[config.mk]
export PLATFORM = sky130hd
export DESIGN_NAME = mc_ctrl_fsm
export DESIGN_NICKNAME = d
export VERILOG_FILES = /design/src/rtl/mc_ctrl_fsm.sv
export SDC_FILE = /design/constraint.sdc
export NUM_CORES = 1
export LEC_CHECK = 0
export ABC_CLOCK_PERIOD_IN_PS = 3000
export BUFFER_PORTS_ARGS = -buffer_cell sky130_fd_sc_hd__buf_2
export CAP_MARGIN = 20
export CORE_MARGIN = 8
export CORE_UTILIZATION = 45
export CTS_BUF_LIST = sky130_fd_sc_hd__clkbuf_8
export DETAILED_ROUTE_END_ITERATION = 10
export GPL_TIMING_DRIVEN = 0
export PLACE_DENSITY = 0.71
export REMOVE_ABC_BUFFERS = 1
export SLEW_MARGIN = 20
export SYNTH_ARGS = -nofsm -noshare
export SYNTH_HDL_FRONTEND = slang
export SYNTH_SLANG_ARGS = --single-unit
[constraint.sdc]
create_clock -name clk -period 3 [get_ports clk]
set_input_delay 0.6 -clock clk [delete_from_list [all_inputs] [get_ports clk]]
set_output_delay 0.6 -clock clk [all_outputs]
set_load 0.02 [all_outputs]
[src/rtl/mc_ctrl_fsm.sv]
// mc_ctrl_fsm -- multicycle RV32I control unit with a MemReq/MemRdy memory
// handshake, BNE/LUI support, an illegal-opcode trap and a retired-instruction
// counter.
// Optional build macro: MC_MEM_TIMEOUT_EN bounds every memory wait to
// MEM_TIMEOUT cycles and traps with cause 10 when the bound expires.
module mc_ctrl_fsm #(
  parameter int ALUCTRL_W   = 3,
  parameter int CNT_W       = 32,
  parameter int MEM_TIMEOUT = 15
) (
  input  logic                 clk,
  input  logic                 rst,
  input  logic [6:0]           op,
  input  logic [2:0]           funct3,
  input  logic                 funct7b5,
  input  logic                 Zero,
  input  logic                 MemRdy,
  output logic                 MemReq,
  output logic                 MemWrite,
  output logic                 AdrSrc,
  output logic                 PCWrite,
  output logic                 IRWrite,
  output logic                 RegWrite,
  output logic [1:0]           ResultSrc,
  output logic [1:0]           ALUSrcA,
  output logic [1:0]           ALUSrcB,
  output logic [2:0]           ImmSrc,
  output logic [ALUCTRL_W-1:0] ALUControl,
  output logic                 Trap,
  output logic [1:0]           TrapCause,
  output logic [CNT_W-1:0]     InstRet
);

  typedef enum logic [3:0] {
    S_FETCH, S_DECODE, S_MEMADR, S_MEMREAD, S_MEMWB, S_MEMWRITE, S_EXECR,
    S_EXECI, S_ALUWB, S_BRANCH, S_JAL, S_LUI, S_TRAP
  } state_t;

  localparam logic [6:0] OP_LOAD  = 7'b0000011;
  localparam logic [6:0] OP_STORE = 7'b0100011;
  localparam logic [6:0] OP_R     = 7'b0110011;
  localparam logic [6:0] OP_I     = 7'b0010011;
  localparam logic [6:0] OP_BR    = 7'b1100011;
  localparam logic [6:0] OP_JAL   = 7'b1101111;
  localparam logic [6:0] OP_LUI   = 7'b0110111;

  localparam logic [2:0] ALU_ADD = 3'b000;
  localparam logic [2:0] ALU_SUB = 3'b001;
  localparam logic [2:0] ALU_AND = 3'b010;
  localparam logic [2:0] ALU_OR  = 3'b011;
  localparam logic [2:0] ALU_XOR = 3'b100;
  localparam logic [2:0] ALU_SLT = 3'b101;

  localparam logic [2:0] IMM_I = 3'b000;
  localparam logic [2:0] IMM_S = 3'b001;
  localparam logic [2:0] IMM_B = 3'b010;
  localparam logic [2:0] IMM_J = 3'b011;
  localparam logic [2:0] IMM_U = 3'b100;

  localparam logic [1:0] CAUSE_ILLEGAL = 2'b01;
  localparam logic [1:0] CAUSE_TIMEOUT = 2'b10;

  state_t     state;
  logic [2:0] exec_alu;
  logic       exec_ok;
  logic       br_ok;
  logic       br_take;
  logic       mem_wait;
  logic       timeout;
  logic [2:0] alu3;

  // ALU operation for EXECR/EXECI from funct3; unsupported funct3 flags illegal.
  // NOTE: every signal assigned in an always_comb gets a default first, so no
  // path leaves it unassigned and no latch is inferred.
  always_comb begin
    exec_ok  = 1'b1;
    exec_alu = ALU_ADD;
    case (funct3)
      3'b000:  exec_alu = (state == S_EXECR && funct7b5) ? ALU_SUB : ALU_ADD;
      3'b010:  exec_alu = ALU_SLT;
      3'b100:  exec_alu = ALU_XOR;
      3'b110:  exec_alu = ALU_OR;
      3'b111:  exec_alu = ALU_AND;
      default: exec_ok  = 1'b0;
    endcase
  end

  assign br_ok    = (funct3 == 3'b000) || (funct3 == 3'b001);
  assign br_take  = ((funct3 == 3'b000) && Zero) || ((funct3 == 3'b001) && !Zero);
  assign mem_wait = (state == S_FETCH || state == S_MEMREAD || state == S_MEMWRITE)
                    && !MemRdy;

`ifdef MC_MEM_TIMEOUT_EN
  localparam int WAIT_W = $clog2(MEM_TIMEOUT + 1);
  logic [WAIT_W-1:0] wait_cnt;

  // Wait counter idles at zero outside a stall, so it is already clear on
  // entry to any memory state and counts only stalled request cycles.
  always_ff @(posedge clk or negedge rst) begin
    if (!rst)          wait_cnt <= '0;
    else if (mem_wait) wait_cnt <= wait_cnt + 1'b1;
    else               wait_cnt <= '0;
  end

  // Expires on the stalled cycle that brings the count to MEM_TIMEOUT;
  // a MemRdy in that cycle clears mem_wait and therefore wins.
  assign timeout = mem_wait && (wait_cnt == WAIT_W'(MEM_TIMEOUT - 1));
`else
  assign timeout = 1'b0;
`endif

  // State sequencing, sticky trap capture and retired-instruction counting.
  // NOTE: sequential state uses non-blocking assignments so every register
  // samples pre-edge values regardless of statement order.
  always_ff @(posedge clk or negedge rst) begin
    if (!rst) begin
      state     <= S_FETCH;
      Trap      <= 1'b0;
      TrapCause <= 2'b00;
      InstRet   <= '0;
    end else begin
      case (state)
        S_FETCH:
          if (MemRdy) state <= S_DECODE;
          else if (timeout) begin
            state <= S_TRAP; Trap <= 1'b1; TrapCause <= CAUSE_TIMEOUT;
          end
        S_DECODE:
          case (op)
            OP_LOAD, OP_STORE: state <= S_MEMADR;
            OP_R:              state <= S_EXECR;
            OP_I:              state <= S_EXECI;
            OP_BR:             state <= S_BRANCH;
            OP_JAL:            state <= S_JAL;
            OP_LUI:            state <= S_LUI;
            default: begin
              state <= S_TRAP; Trap <= 1'b1; TrapCause <= CAUSE_ILLEGAL;
            end
          endcase
        S_MEMADR: state <= (op == OP_LOAD) ? S_MEMREAD : S_MEMWRITE;
        S_MEMREAD:
          if (MemRdy) state <= S_MEMWB;
          else if (timeout) begin
            state <= S_TRAP; Trap <= 1'b1; TrapCause <= CAUSE_TIMEOUT;
          end
        S_MEMWRITE:
          if (MemRdy) begin
            state <= S_FETCH; InstRet <= InstRet + 1'b1;
          end else if (timeout) begin
            state <= S_TRAP; Trap <= 1'b1; TrapCause <= CAUSE_TIMEOUT;
          end
        S_MEMWB, S_ALUWB: begin
          state <= S_FETCH; InstRet <= InstRet + 1'b1;
        end
        S_EXECR, S_EXECI:
          if (exec_ok) state <= S_ALUWB;
          else begin
            state <= S_TRAP; Trap <= 1'b1; TrapCause <= CAUSE_ILLEGAL;
          end
        S_BRANCH:
          if (br_ok) begin
            state <= S_FETCH; InstRet <= InstRet + 1'b1;
          end else begin
            state <= S_TRAP; Trap <= 1'b1; TrapCause <= CAUSE_ILLEGAL;
          end
        S_JAL, S_LUI: state <= S_ALUWB;
        default:      state <= S_TRAP;
      endcase
    end
  end

  // Moore datapath controls; enables gated by MemRdy / branch outcome, and
  // everything held low while reset is asserted so MemReq drops immediately.
  always_comb begin
    MemReq    = 1'b0;
    MemWrite  = 1'b0;
    AdrSrc    = 1'b0;
    PCWrite   = 1'b0;
    IRWrite   = 1'b0;
    RegWrite  = 1'b0;
    ResultSrc = 2'b00;
    ALUSrcA   = 2'b00;
    ALUSrcB   = 2'b00;
    ImmSrc    = IMM_I;
    alu3      = ALU_ADD;
    if (rst) begin
      case (state)
        S_FETCH: begin
          MemReq = 1'b1; ALUSrcB = 2'b10; ResultSrc = 2'b10;
          IRWrite = MemRdy; PCWrite = MemRdy;
        end
        S_DECODE:   begin ALUSrcA = 2'b01; ALUSrcB = 2'b01; ImmSrc = IMM_B; end
        S_MEMADR: begin
          ALUSrcA = 2'b10; ALUSrcB = 2'b01;
          ImmSrc  = (op == OP_STORE) ? IMM_S : IMM_I;
        end
        S_MEMREAD:  begin MemReq = 1'b1; AdrSrc = 1'b1; end
        S_MEMWB:    begin RegWrite = 1'b1; ResultSrc = 2'b01; end
        S_MEMWRITE: begin MemReq = 1'b1; MemWrite = 1'b1; AdrSrc = 1'b1; end
        S_EXECR:    begin ALUSrcA = 2'b10; ALUSrcB = 2'b00; alu3 = exec_alu; end
        S_EXECI: begin
          ALUSrcA = 2'b10; ALUSrcB = 2'b01; ImmSrc = IMM_I; alu3 = exec_alu;
        end
        S_ALUWB:    RegWrite = 1'b1;
        S_BRANCH: begin
          ALUSrcA = 2'b10; ALUSrcB = 2'b00; alu3 = ALU_SUB; PCWrite = br_take;
        end
        S_JAL: begin
          ImmSrc = IMM_J; ALUSrcA = 2'b01; ALUSrcB = 2'b10; PCWrite = 1'b1;
        end
        S_LUI:      begin ImmSrc = IMM_U; ALUSrcA = 2'b11; ALUSrcB = 2'b01; end
        default:    ;
      endcase
    end
  end

  assign ALUControl = ALUCTRL_W'(alu3);

endmodule

==> results.toml, run 1 <==
[status]
status = "finished, final reports clean"

[clocking]
cts_setup_buffers = 0
cts_sinks = 37
htreeDepth = 2
cts_buffers = 5
cts_tree = "done"
ctsHoldBuffers = 0
clk_path_buf_depth = 2
clk_transition_reported_paths_ns = 0.06
ctsRootBufferMaster = "clkbuf_8"
clkLatencyLatePin_ns = 0.28
ctsResizeCount = 0

[timing]
slew_headroom_pct = 35.4
fin_setup_tns_ns = 0
layout_min_cycle_time_ns = 2.65
timing.final.ws_setup_ns = 0.349
finClkSkew_ns = 0.00527
setup_violations = 0
tightest_slew_ns = 0.968
rsz0062_at_grt = "no"
drv_slew = 0
fmax_mhz = 377
fin_crit_sh_pct = 88.4
hold_viol_final = 0

[worst_setup_path]
cp.required_ns = 2.40
arrival_ns = 2.05
critPathKind = "input port to primary output"
rrSetupSlack_ns = 0.45
crit_fanout = 47
cp-end-kind = "primary output"
crit_path_start_kind = "input port"

[floorplan]
die_x_microns = 87.1
rows = 26
die_y_microns = 87.1
die_area_sq_um = 7580
coreArea_sq_um = 4980
io_pins = 68
start_util_pct = 45.7

[layout]
layout-drive-gt1-share_pct = 26.4
syn2layout_area_growth_pct = 19.7
final_cell_mix = "buf_2 (66), dfrtp_1 (37), nor2_1 (24)"
final_common_cell = "buf_2"
final_cell_area_sq_um = 2720
fin_cells = 381
antenna_cells = 0
layout.nets = 327

[grt]
grt_max_degree = 48
grt.total_usage_pct = 14.6
overflow = 0
antenna_found_initial = 0
grt_first_pass_wirelength_mm = 8.86
grt_pass1_vias = 1888

[route]
drt-pass1-iter-count = 4
drt-total-wl_mm = 5.24
wl_per_cell_microns = 13.8
vias = 1972
ant_nets = 0
viasPerCell = 5.18
drtIter0Drc = 131
drc_errors = 0

[power]
leakagePower_nw = 1.31
p_per_area_nw_per_um2 = 614
ir_drop_uv = 329

[yosys]
ys.flop_type = "dfrtp_1"
netlist_instances = 250
synthArstFlopShare_pct = 100
yosysSeqAreaShare_pct = 40.7
synth_cell_types = 47
postSynthAreaPerCell_sq_um = 9.09
synth_edf_count = 0
yosys_warnings = 0
ys_seq_elements = 37
syn_area_sq_um = 2270

[hold_path]
hold_class = "register to register"

[placement]
dp_cells = 374
place_ws_ns = 0.274
gp_congestion = 0.781
port_buffers = 66
dpl.hpwl_mm = 3.91
placed_area_sq_um = 2630

[job]
maxCapViolations = 0
[flip-flops by register name, summed over array words and instances (netlist names)]
signal / count
InstRet: 32
state: 4
TrapCause: 1
[where the power goes]
part	switching [mW]	internal (mW)	total, mW
sequential	0.139	0.557	0.696
clock	0.159	0.179	0.337
combinational	0.378	0.257	0.635
[worst max-delay path, cell delays in order]
cell and delay [ns]:
buf_2 0.72, nand2b_1 0.28, nor3_1 0.25, buf_2 0.20
[cell type report]
type	instances	area, sq um
sequential	37	926
clock inverter	1	3.75
timing repair buffer	66	330
fill	484	2260
inverter	4	15.0
clock buffer	6	82.6
tap	70	87.6
multi-input combinational	197	1270
[cell usage after synthesis, types with 5 or more instances]
master,n,area (sq um)
nor2_1,24,90.1
nor2b_1,8,50.1
dfrtp_1,37,926
and3_1,7,43.8
o21ai_0,5,25.0
nand2b_1,7,43.8
nand4_1,5,31.3
a21oi_1,7,35.0
clkbuf_1,6,22.5
xnor2_1,20,175
nand2_1,21,78.8
xor2_1,16,140
nand3_1,17,85.1
nor3_1,12,60.1
[path summary, 6_finish.rpt]
kind	start	endpoint	depth (start not counted)
min in group asynchronous	rst	state[3]$_DFFE_PN0P_	1
worst min register to register	InstRet[31]$_DFFE_PN0P_	InstRet[31]$_DFFE_PN0P_	1
worst max register to register	state[3]$_DFFE_PN0P_	InstRet[17]$_DFFE_PN0P_	5
worst max-delay path	rst	ImmSrc[0]	4
worst min-delay path	InstRet[31]$_DFFE_PN0P_	InstRet[31]$_DFFE_PN0P_	1
max in group asynchronous	rst	InstRet[4]$_DFFE_PN0P_	1
[routing by layer]
| layer | track usage [%] | part of all wire (%) | routed length, microns |
|---|---|---|---|
| met3 | 5.75 | 8.2 | 428 |
| met1 | 18.0 | 45 | 2340 |
| met4 | 3.29 | 0.82 | 43 |
| met2 | 23.4 | 46 | 2440 |
| met5 | 0 | 0 | 0 |
[stage by stage]
| stage | hold WS [ns] | power (mW) | util [%] |
|---|---|---|---|
| floorplan | 0.304 | 1.13 | - |
| global placement | 0.452 | 1.34 | 52.9 |
| detailed placement | 0.458 | 1.34 | 52.9 |
| CTS | 0.469 | 1.69 | 54.6 |
| global route | 0.480 | 1.80 | 54.6 |
| finish | 0.460 | 1.67 | 54.6 |
[cells by family (layout without fill, tap and decap cells)]
kind of cell	after synthesis	count (layout)	synth area share (%)
DFF	37	37	40.7
other	1	1	0.165
AOI/OAI and AO/OA	29	29	9.14
xor gates and xnor gates	36	36	13.9
muxes	1	1	0.496
adders and majority gates	1	1	0.551
and+or+nand+nor	129	129	31.8
buffers and inverters	16	77	3.19
(Power assumes the default switching activity.)
==> run 2, diff against run 1 <==
--- a/config.mk
+++ b/config.mk
@@ -5,15 +5,15 @@
 export SDC_FILE = /design/constraint.sdc
 export NUM_CORES = 1
 export LEC_CHECK = 0
+export ABC_AREA = 1
 export ABC_CLOCK_PERIOD_IN_PS = 3000
 export BUFFER_PORTS_ARGS = -buffer_cell sky130_fd_sc_hd__buf_2
 export CAP_MARGIN = 20
 export CORE_MARGIN = 8
-export CORE_UTILIZATION = 45
+export CORE_UTILIZATION = 38
 export CTS_BUF_LIST = sky130_fd_sc_hd__clkbuf_8
 export DETAILED_ROUTE_END_ITERATION = 10
 export GPL_TIMING_DRIVEN = 0
-export PLACE_DENSITY = 0.71
 export REMOVE_ABC_BUFFERS = 1
 export SLEW_MARGIN = 20
 export SYNTH_ARGS = -nofsm -noshare
==> results.toml, run 2 <==
[timing]
fin_crit_sh_pct = 85.1
fmax_mhz = 392
drv_slew = 0
layout_min_cycle_time_ns = 2.55
hold_viol_final = 0
tightest_slew_ns = 0.551
fin_setup_tns_ns = 0
setup_violations = 0
rsz0062_at_grt = "no"
finClkSkew_ns = 0.00476
slew_headroom_pct = 63.3

[clocking]
htreeDepth = 2
cts_tree = "done"
clkLatencyLatePin_ns = 0.30
clk_path_buf_depth = 2
cts_sinks = 37
ctsHoldBuffers = 0
cts_buffers = 5
ctsRootBufferMaster = "clkbuf_8"
clk_transition_reported_paths_ns = 0.08

[yosys]
netlist_instances = 423
synth-compound-area-share_pct = 7.25
synth_top_cell_area_share_pct = 34.2
syn_area_sq_um = 2710
synthAdderAreaFrac_pct = 0.462
netlist_top_cells_count = "nand2_1 (140), nor2_1 (66), inv_1 (49)"
synthArstFlopShare_pct = 100
yosysMostFrequentCell = "nand2_1"
synthMuxAreaShare_pct = 0
yosys_warnings = 0
ys_seq_elements = 37
synthTopCellsByArea = "dfrtp_1 (34%), nand2_1 (19%), nor2_1 (9.1%)"
synth_cell_types = 33
ys.flop_type = "dfrtp_1"
synth_edf_count = 0
yosys.area_share.simple_pct = 43.0
postSynthAreaPerCell_sq_um = 6.41
synthXorXnorAreaFrac_pct = 5.49
synth_top_family_by_area = "simple AND/OR/NAND/NOR gates"
yosysSeqAreaShare_pct = 34.2
synth_area_leader_cell = "dfrtp_1"

[grt]
grt_first_pass_wirelength_mm = 12.9
antenna_found_initial = 0
grt.total_usage_pct = 15.9
met2_usage_pct = 23.8
grt_pass1_vias = 2689
overflow = 0
use_met1_pct = 21.5
grt_max_degree = 40
grt_busiest_layer = "met2"
met3_usage_pct = 3.73

[layout]
final_cell_mix = "nand2_1 (140), nor2_1 (66), buf_2 (65)"
fin_cells = 586
layout.nets = 505
final_common_cell = "nand2_1"
reg_top3 = "InstRet (32), state (4), TrapCause (1)"
syn2layout_area_growth_pct = 18.3
layout-drive-gt1-share_pct = 18.4
largest_reg_flops = 32
antenna_cells = 0
regMostFlops = "InstRet"

[worst_setup_path]
critPathKind = "input port to primary output"
rrSetupSlack_ns = 0.65
cp.required_ns = 2.40
path_cells = "clkbuf_4 > inv_1 > nor3_1 > buf_2"
crit_path_start_kind = "input port"
crit_fanout = 39
slowest_stage = "clkbuf_4"
cp-end-kind = "primary output"
arrival_ns = 1.95
max_stage_delay_ns = 0.47

[status]
status = "finished, final reports clean"

[route]
drt-pass1-iter-count = 4
drt-total-wl_mm = 7.68
drc_errors = 0
vias = 2840
drtIter0Drc = 105
wl_per_cell_microns = 13.1
viasPerCell = 4.85
ant_nets = 0

[power]
p_sw_mw = 0.918
seq_power_share_pct = 35.6
p_clk_share_pct = 20.5
ir_drop_uv = 382
finalPower_mw = 1.94
swShare_pct = 47.4
p_comb_share_pct = 43.8
leakagePower_nw = 1.60
intPower_mw = 1.02
p_per_area_nw_per_um2 = 604

[placement]
port_buffers = 66
gp_congestion = 0.854
dpl.hpwl_mm = 6.04
dp_cells = 578

[floorplan]
die_x_microns = 100
die_area_sq_um = 10100
coreArea_sq_um = 6830
rows = 30
die_y_microns = 100
io_pins = 68
start_util_pct = 39.7

[hold_path]
hold_class = "input port to asynchronous set/reset pin"

[job]
maxCapViolations = 0
-- run 2: area by class of cell --
| cell class | count | area [sq um] |
|---|---|---|
| clock buffer | 7 | 96.3 |
| clock inverter | 1 | 5.00 |
| fill | 770 | 3620 |
| inverter | 53 | 199 |
| multi-input combinational | 326 | 1530 |
| sequential | 37 | 926 |
| tap | 96 | 120 |
| timing repair buffer | 66 | 333 |
-- run 2: metrics by stage --
stage / setup slack, ns / hold WS [ns] / utilization, % / instance area (sq um)
after CTS: 0.0795 / 0.448 / 46.9 / 3200
after global placement: 0.0840 / 0.459 / 45.4 / 3100
after detailed placement: 0.0803 / 0.462 / 45.4 / 3100
final: 0.447 / 0.312 / 46.9 / 3210
after floorplan: 0.939 / 0.304 / - / 2650
after global routing: 0.204 / 0.351 / 46.9 / 3210
-- run 2: power groups by stage --
stage / sequential (mW) / clock [mW] / combinational, mW
4_1_cts: 0.690 / 0.406 / 0.857
2_1_floorplan: 0.747 / 0 / 0.516
5_1_grt: 0.707 / 0.432 / 0.947
3_5_place_dp: 0.699 / 0 / 0.854
3_3_place_gp: 0.698 / 0 / 0.852
6_report: 0.691 / 0.397 / 0.849
-- run 2: final timing paths --
| check | from | to | depth (start not counted) |
|---|---|---|---|
| worst max-delay path | rst | ResultSrc[0] | 4 |
| worst min-delay path | rst | InstRet[6]$_DFFE_PN0P_ | 1 |
| worst max register to register | state[3]$_DFFE_PN0P_ | InstRet[18]$_DFFE_PN0P_ | 10 |
| worst min register to register | TrapCause[0]$_DFFE_PN0P_ | TrapCause[0]$_DFFE_PN0P_ | 1 |
| max in group asynchronous | rst | state[2]$_DFFE_PN0P_ | 1 |
| min in group clk | TrapCause[0]$_DFFE_PN0P_ | TrapCause[0]$_DFFE_PN0P_ | 1 |
-- run 2: critical path: cells and delay by family --
kind / cells / cell delay [ns]
and+or+nand+nor: 1 / 0.30
buffers and inverters: 3 / 1.04
-- run 2: cells by family after synthesis --
| group | Yosys count |
|---|---|
| other | 1 |
| XOR/XNOR | 17 |
| AND/OR/NAND/NOR | 274 |
| buffers and inverters | 60 |
| AO/OA/AOI/OAI | 33 |
| flip-flops | 37 |
| adder cells (fa/ha/maj) | 1 |
-- run 2: layer usage --
layer	vias up	wire (microns)
li1	1468	-
met1	1288	3780
met2	70	3180
met3	14	551
met4	0	161
met5	-	0
-- run 2: timing repair --
| action | in CTS | in global routing |
|---|---|---|
| endpoints found under the setup margin | 0 | 14 |
| buffers inserted | 0 | 0 |
| gates resized for setup | 0 | 1 |
==> run 3, diff against run 2 <==
--- a/config.mk
+++ b/config.mk
@@ -6,7 +6,7 @@
 export NUM_CORES = 1
 export LEC_CHECK = 0
 export ABC_AREA = 1
-export ABC_CLOCK_PERIOD_IN_PS = 3000
+export ABC_CLOCK_PERIOD_IN_PS = 2600
 export BUFFER_PORTS_ARGS = -buffer_cell sky130_fd_sc_hd__buf_2
 export CAP_MARGIN = 20
 export CORE_MARGIN = 8
==> constraint.sdc (replaced) <==
create_clock -name clk -period 2.6 [get_ports clk]
set_input_delay 0.52 -clock clk [delete_from_list [all_inputs] [get_ports clk]]
set_output_delay 0.52 -clock clk [all_outputs]
set_load 0.02 [all_outputs]
==> results.toml, run 3 (synthesis gave the netlist of run 2 again) <==
[status]
status = "finished, final reports clean"

[placement]
port_buffers = 66
dpl.hpwl_mm = 6.04
gp_congestion = 0.854
place_ws_ns = -0.160

[worst_setup_path]
critPathKind = "register to register"
cp.required_ns = 2.79
path_cells = "inv_1 > nand2_1 > nand2_2 > inv_2 > nor2_2 > nand3_2 > inv_2 > nand2_2 > o21ai_0 > nand2_1"
rrSetupSlack_ns = 0.25
r2r_cells = 10
reg2reg_to = "InstRet[18]$_DFFE_PN0P_"
cp_top_family = "simple AND/OR/NAND/NOR gates"
critical_path_buf_inv_count = 3
crit_path_start_kind = "register"
r2r-start = "state[3]$_DFFE_PN0P_"
crit_fanout = 26
slowest_stage = "inv_2"
cp-end-kind = "register"
arrival_ns = 2.54
max_stage_delay_ns = 0.54

[clocking]
clk_path_buf_depth = 2
cts_sinks = 37
clkLatencyLatePin_ns = 0.30
ctsRootBufferMaster = "clkbuf_8"
htreeDepth = 2
cts_setup_buffers = 0
cts_buffers = 5
cts_tree = "done"
clk_transition_reported_paths_ns = 0.08

[floorplan]
die_area_sq_um = 10100
die_x_microns = 100
die_y_microns = 100
coreArea_sq_um = 6830
rows = 30
io_pins = 68
start_util_pct = 39.7

[power]
p_sw_mw = 1.06
p_clk_share_pct = 20.5
intPower_mw = 1.18
finalPower_mw = 2.24
swShare_pct = 47.4
p_comb_share_pct = 43.8
leakagePower_nw = 1.60
ir_drop_uv = 441
p_per_area_nw_per_um2 = 697
seq_power_share_pct = 35.6

[timing]
rsz0062_at_grt = "no"
layout_min_cycle_time_ns = 2.35
fmax_mhz = 426
finClkSkew_ns = 0.00476
fin_crit_sh_pct = 90.4
drv_slew = 0
timing.final.ws_setup_ns = 0.251
slew_headroom_pct = 64.7
tightest_slew_ns = 0.529
setup_violations = 0
hold_viol_final = 0

[layout]
reg_top3 = "InstRet (32), state (4), TrapCause (1)"
regMostFlops = "InstRet"
antenna_cells = 0
final_common_cell = "nand2_1"
layout.nets = 505
syn2layout_area_growth_pct = 18.3
largest_reg_flops = 32
final_cell_mix = "nand2_1 (140), nor2_1 (66), buf_2 (65)"
layout-drive-gt1-share_pct = 18.4

[route]
drc_errors = 0
wl_per_cell_microns = 13.1
ant_nets = 0
drt-total-wl_mm = 7.68
viasPerCell = 4.85
vias = 2840
drtIter0Drc = 105
drt-pass1-iter-count = 4

[grt]
grt.total_usage_pct = 15.9
grt_max_degree = 40
grt_pass1_vias = 2689
antenna_found_initial = 0
grt_first_pass_wirelength_mm = 12.9
overflow = 0

[hold_path]
hold_class = "input port to asynchronous set/reset pin"

[job]
maxCapViolations = 0
run 3: final cells by class:
type                       count  area, sq um
tap                           96          120
inverter                      53          199
clock inverter                 1         5.00
sequential                    37          926
clock buffer                   7         96.3
multi-input combinational    326         1530
fill                         770         3620
timing repair buffer          66          333
run 3: worst max-delay path by stage:
| stage | from | endpoint | slack (ns) | cells past startpoint |
|---|---|---|---|---|
| after floorplan | funct3[2] | InstRet[18]$_DFFE_PN0P_ | 0.67 | 7 |
| after global placement | rst | RegWrite | -0.16 | 4 |
| after detailed placement | rst | ResultSrc[0] | -0.16 | 4 |
| after CTS | state[3]$_DFFE_PN0P_ | InstRet[18]$_DFFE_PN0P_ | 0.22 | 10 |
| after global routing | state[3]$_DFFE_PN0P_ | InstRet[18]$_DFFE_PN0P_ | 0.02 | 10 |
| final | state[3]$_DFFE_PN0P_ | InstRet[18]$_DFFE_PN0P_ | 0.25 | 10 |
run 3: power by group through the flow:
stage          Combinational, mW  Clock [mW]  Sequential [mW]
2_1_floorplan              0.596           0            0.861
3_5_place_dp               0.986           0            0.807
5_1_grt                     1.09       0.498            0.816
4_1_cts                    0.990       0.469            0.797
3_3_place_gp               0.983           0            0.805
6_report                   0.980       0.459            0.797
run 3: repair_timing:
item                                    4_1_cts  5_1_grt
endpoints found under the setup margin       16        0
hold buffers                                  0        0
resized for setup                             1        0
run 3: routing by layer:
metal  vias up  global-route usage (%)  part of all wire, %
li1       1468                       -                    -
met1      1288                    21.5                   49
met2        70                    23.8                   41
met3        14                    3.73                  7.2
met4         0                    6.16                  2.1
met5         -                       0                    0
run 3: metrics by stage:
step / hold WS [ns] / utilization (%) / instance area (sq um) / cells / TNS, ns
after floorplan: 0.224 / - / 2650 / 416 / 0
after global routing: 0.228 / 46.9 / 3210 / 586 / 0
after CTS: 0.200 / 46.9 / 3210 / 586 / 0
final: 0.193 / 46.9 / 3210 / 586 / 0
after global placement: 0.459 / 45.4 / 3100 / 578 / -1.05
after detailed placement: 0.462 / 45.4 / 3100 / 578 / -1.16
